### config.mk
export PLATFORM = sky130hd
export DESIGN_NAME = motion_update_broadcast_scheduler
export DESIGN_NICKNAME = d
export VERILOG_FILES = /design/src/rtl/motion_update_broadcast_scheduler.sv
export SDC_FILE = /design/constraint.sdc
export NUM_CORES = 1
export LEC_CHECK = 0
export BUFFER_PORTS_ARGS = -buffer_cell sky130_fd_sc_hd__buf_2
export CAP_MARGIN = 0
export CORE_AREA = 2 2 224 226
export DETAILED_ROUTE_END_ITERATION = 12
export DIE_AREA = 0 0 226 228
export MAX_ROUTING_LAYER = met4
export PLACE_DENSITY_LB_ADDON = 0.12
export SYNTH_ARGS = -nofsm -noshare
export SYNTH_HDL_FRONTEND = slang
export SYNTH_SLANG_ARGS = --single-unit
### constraint.sdc
create_clock -name clk -period 10.55 [get_ports clk]
set_clock_uncertainty 0.1 [all_clocks]
set_input_delay 0.5275 -clock clk [delete_from_list [all_inputs] [get_ports clk]]
set_output_delay 0.5275 -clock clk [all_outputs]
set_load 0.01 [all_outputs]
### src/rtl/motion_update_broadcast_scheduler.sv
// Round-robin scheduler that serialises motion-update records onto the
// shared cache broadcast bus and sequences enable, commit and done.
module motion_update_broadcast_scheduler #(
  parameter int DATA_WIDTH    = 32,
  parameter int CELL_ID_WIDTH = 4,
  parameter int NUM_REQ       = 4,
  parameter int COMMIT_CYCLES = 3,
  parameter int CNT_WIDTH     = 16
) (
  input  logic                                 clk,
  input  logic                                 rst,
  input  logic                                 start,
  input  logic [NUM_REQ-1:0]                   req_valid,
  input  logic [NUM_REQ*3*DATA_WIDTH-1:0]      req_data,
  input  logic [NUM_REQ*3*CELL_ID_WIDTH-1:0]   req_dst_cell,
  input  logic [NUM_REQ-1:0]                   req_done,
  output logic [NUM_REQ-1:0]                   req_ready,
  output logic                                 motion_update_enable,
  output logic [3*DATA_WIDTH-1:0]              out_data,
  output logic [3*CELL_ID_WIDTH-1:0]           out_data_dst_cell,
  output logic                                 out_data_valid,
  output logic                                 busy,
  output logic                                 done,
  output logic [CNT_WIDTH-1:0]                 particle_count,
  output logic                                 err_late
);

  localparam int REC_W = 3 * DATA_WIDTH;
  localparam int DST_W = 3 * CELL_ID_WIDTH;
  localparam int PTR_W = (NUM_REQ > 1) ? $clog2(NUM_REQ) : 1;
  localparam int CC_W  = $clog2(COMMIT_CYCLES + 1);
  localparam logic [NUM_REQ-1:0] ONE = NUM_REQ'(1);

  typedef enum logic [2:0] {
    S_IDLE,
    S_BROADCAST,
    S_DRAIN,
    S_COMMIT,
    S_DONE
  } state_t;

  state_t               state, state_n;
  logic [PTR_W-1:0]     ptr, ptr_n;
  logic [NUM_REQ-1:0]   done_flags, flags_n;
  logic [CC_W-1:0]      commit_cnt, commit_n;
  logic                 enable_n;
  logic [REC_W-1:0]     data_n;
  logic [DST_W-1:0]     dst_n;
  logic                 valid_n;
  logic                 busy_n;
  logic                 done_n;
  logic [CNT_WIDTH-1:0] count_n;
  logic                 err_n;

  logic [NUM_REQ-1:0]   eligible;
  logic [NUM_REQ-1:0]   flags_all;
  logic                 grant_any;
  logic [PTR_W-1:0]     grant_idx;

  assign eligible  = (state == S_BROADCAST) ? (req_valid & ~done_flags) : '0;
  assign flags_all = done_flags | req_done;
  assign req_ready = grant_any ? (ONE << grant_idx) : '0;

  // First eligible requester at or after the pointer, wrapping
  always_comb begin
    grant_any = 1'b0;
    grant_idx = '0;
    for (int k = 0; k < NUM_REQ; k++) begin
      if (!grant_any && eligible[(int'(ptr) + k) % NUM_REQ]) begin
        grant_any = 1'b1;
        grant_idx = PTR_W'((int'(ptr) + k) % NUM_REQ);
      end
    end
  end

  always_ff @(posedge clk or posedge rst) begin
    if (rst) begin
      state                <= S_IDLE;
      ptr                  <= '0;
      done_flags           <= '0;
      commit_cnt           <= '0;
      motion_update_enable <= 1'b0;
      out_data             <= '0;
      out_data_dst_cell    <= '0;
      out_data_valid       <= 1'b0;
      busy                 <= 1'b0;
      done                 <= 1'b0;
      particle_count       <= '0;
      err_late             <= 1'b0;
    end else begin
      state                <= state_n;
      ptr                  <= ptr_n;
      done_flags           <= flags_n;
      commit_cnt           <= commit_n;
      motion_update_enable <= enable_n;
      out_data             <= data_n;
      out_data_dst_cell    <= dst_n;
      out_data_valid       <= valid_n;
      busy                 <= busy_n;
      done                 <= done_n;
      particle_count       <= count_n;
      err_late             <= err_n;
    end
  end

  always_comb begin
    state_n  = state;
    ptr_n    = ptr;
    flags_n  = done_flags;
    commit_n = commit_cnt;
    enable_n = motion_update_enable;
    data_n   = out_data;
    dst_n    = out_data_dst_cell;
    valid_n  = 1'b0;
    busy_n   = busy;
    done_n   = 1'b0;
    count_n  = particle_count;
    err_n    = err_late;
    unique case (state)
      S_IDLE: begin
        if (start) begin
          state_n  = S_BROADCAST;
          flags_n  = '0;
          count_n  = '0;
          err_n    = 1'b0;
          enable_n = 1'b1;
          busy_n   = 1'b1;
        end
      end
      S_BROADCAST: begin
        enable_n = 1'b1;
        flags_n  = flags_all;
        if (|(req_valid & done_flags)) begin
          err_n = 1'b1;
        end
        if (grant_any) begin
          valid_n = 1'b1;
          data_n  = req_data[grant_idx*REC_W +: REC_W];
          dst_n   = req_dst_cell[grant_idx*DST_W +: DST_W];
          if (int'(grant_idx) == NUM_REQ - 1) begin
            ptr_n = '0;
          end else begin
            ptr_n = grant_idx + 1'b1;
          end
          if (particle_count != '1) begin
            count_n = particle_count + 1'b1;
          end
        end
        // A beat granted together with the last req_done is shown in DRAIN
        if (&flags_all) begin
          state_n = S_DRAIN;
        end
      end
      S_DRAIN: begin
        state_n  = S_COMMIT;
        enable_n = 1'b0;
        commit_n = '0;
      end
      S_COMMIT: begin
        if (commit_cnt == CC_W'(COMMIT_CYCLES - 1)) begin
          state_n = S_DONE;
          done_n  = 1'b1;
        end else begin
          commit_n = commit_cnt + 1'b1;
        end
      end
      S_DONE: begin
        state_n = S_IDLE;
        busy_n  = 1'b0;
      end
      default: begin
        state_n = S_IDLE;
      end
    endcase
  end

endmodule

==> out/results.tsv <==
metric	value	unit
die-width	226	um
clkTransAtPathRegs	0.06	ns
firstDrtPassIters	4	
syn_area_per_cell	10.5	um^2
fp-row-count	82	
fin_tns_setup	0	ns
r2r-end	out_data[85]	
synth_top_flop_cell	dfrtp_1	
relSlewSlack	0.237	
r2r_cells	7	
cts_root_buffer	clkbuf_16	
core	49300	um^2
drt_iter0_drc	365	
cts_buffers	17	
hp-start	req_done[2]	
dpl_worst_slack	6.50	ns
finalSetupViolCount	0	
worst-setup-path-type	flip-flop to output port	
critPathLaunchType	flip-flop	
crit_chain	nand2b_1, a311oi_1, nand3b_1, buf_4, buf_4, inv_1, ha_1, and2_1, buf_2	
grt_max_degree	129	
r2r_start	state[1]	
worstPathMaxFanout	59	
synth_common_cells	218 x mux2i_1, 140 x dfrtp_1, 131 x nand2_1	
antenna_found_initial	11	
rrSetupSlack	6.66	ns
grt_setup_unrepaired	no	
endpoint_kind	output port	
io_pins	576	
worstHoldPathCells	3	
crit_path_frequent_cell	buf_4	
timing.final.ws_setup	6.47	ns
place.port_buffers	575	
ir_worst_vdd	0.000119	V
syn_inst	796	
cap_violations	0	
synth.distinct_cells	47	
final_net_count	1784	
maxSlewViolCount	0	
worstMarginPinSlew	1.14	ns
wirelength	38000	um
htreeDepth	4	
synth_edf_count	0	
post_drt_wl_per_cell	18.8	um
area_growth	48.0	%
post-cts-setup-buffers	0	
synthArstFlopShare	1.00	
cts_tree	done	
place.gp.congestion	0.878	
drive_gt1_frac	0.465	
cp.arrival	3.46	ns
finalHoldViolCount	0	
grt_pass1_wl	55400	um
synthTopCellsByArea	dfrtp_1 42%, mux2i_1 26%, o221ai_1 11%	
grt_overflow	0	
cp.required	9.92	ns
crit_slowest_cell	buf_4	
drc	0	
syn-cell-area	8390	um^2
slowest_delay	0.69	ns
p_per_area	258	nW/um^2
cts_resized	0	
ys_ff_latch	140	
fin_crit_sh	0.387	
hp-class	input port to flip-flop	
outcome	finished, final reports clean	
yosysTopAreaCell	dfrtp_1	
synth_warnings	0	
yosysMostFrequentCell	mux2i_1	
cp_top_family	buffers and inverters	
die_area	51500	um^2
hold-path-endpoint	done_flags[2]	
vias	8619	
seq_area_frac_synth	0.417	
crit_buf_inv	4	
insertion_delay	0.47	ns
synth_nets	1245	
post-route-min-period	4.08	ns
clk_path_buf_depth	2	
p_leak	5.73	nW
dpl.hpwl	28800	um
via_per_inst	4.25	
fmax	245	MHz
die_h	228	um
detail-route-antenna-nets	0	
initial_utilization	0.170	
clock-sinks	140	
synth_top_area_frac	0.417	
grt_pass1_vias	9046	
track_usage	0.150	
flip-flops by register name, indices dropped and copies added, names as in the netlist:
signal,flops
particle_count,16
state,3
ptr,2
done,1
busy,1
out_data,96
motion_update_enable,1
out_data_valid,1
out_data_dst_cell,12
err_late,1
done_flags,4
commit_cnt,2
routing by layer:
| layer | wire length [um] | track usage | vias up |
|---|---|---|---|
| met1 | 15700 | 0.167 | 4150 |
| met3 | 2360 | 0.0389 | 31 |
| met5 | 0 | - | - |
| met4 | 505 | 0.0503 | 0 |
| li1 | - | - | 4118 |
| met2 | 19500 | 0.261 | 320 |
worst register-to-register path: stages, from the launching register on:
cell	delay [ns]
dfrtp_1	0.52
nor3b_4	0.47
o21ai_1	0.19
a221oi_4	0.29
buf_4	0.44
buf_4	0.90
mux2i_1	0.62
o221ai_1	0.21
how the worst max path moves through the flow:
stage,start,to,slack [ns],depth (start not counted)
6_report,done_flags[1],req_ready[3],6.47,9
5_1_grt,done_flags[1],req_ready[3],6.18,9
4_1_cts,done_flags[1],req_ready[3],6.36,9
3_5_place_dp,req_valid[3],out_data[85],6.50,8
3_3_place_gp,req_valid[3],out_data[85],6.54,8
2_1_floorplan,rst,busy,6.17,1
report_power, final:
group	internal, mW	leakage, nW	switching (mW)	total, mW
Sequential	0.802	1.70	0.157	0.959
Combinational	0.691	3.76	0.963	1.65
Clock	0.333	0.268	0.264	0.597
cell type report:
type | instances | area (um^2)
clock inverter | 11 | 95.1
antenna | 9 | 22.5
tap | 672 | 841
multi-input combinational | 578 | 4470
sequential | 140 | 3500
clock buffer | 20 | 457
timing repair buffer | 587 | 2980
fill | 5395 | 36900
inverter | 11 | 46.3
kinds of logic after synthesis:
group	after synthesis	share of synthesized area
muxes	220	0.263
and+or+nand+nor	188	0.101
AOI/OAI and AO/OA	164	0.157
DFF	140	0.417
buffers and inverters	78	0.0531
adders and majority gates	6	0.00894
cell usage in the layout (no fill, tap or decap), drive strengths merged, types with 5 or more instances in the layout:
cell    synthesis  routed
a21oi          21      21
buf            32     586
clkbuf         35      20
clkinv          0       6
dfrtp         140     140
diode           0       9
ha              6       6
inv            11      12
mux2i         218     218
nand2         131     131
nor2           15      15
nor3            7       7
o21ai           8       8
o221ai        108     108
o31ai           5       5
or3             7       7
what timing repair did:
action | 4_1_cts | 5_1_grt
hold buffers | 1 | 0
endpoints found under the setup margin | 0 | 0
hold endpoints to repair | 28 | 0
through the flow:
stage / hold WS (ns) / cell area [um^2] / instances / utilization / power [mW]
6_report: 0.219 / 12400 / 2028 / 0.252 / 3.21
5_1_grt: 0.217 / 12400 / 2028 / 0.252 / 3.47
4_1_cts: 0.150 / 12400 / 2019 / 0.251 / 3.29
3_5_place_dp: 0.367 / 11800 / 1987 / 0.240 / 2.66
3_3_place_gp: 0.365 / 11800 / 1987 / 0.240 / 2.66
2_1_floorplan: 0.376 / 8390 / 796 / - / 2.02
(Power assumes the default switching activity.)
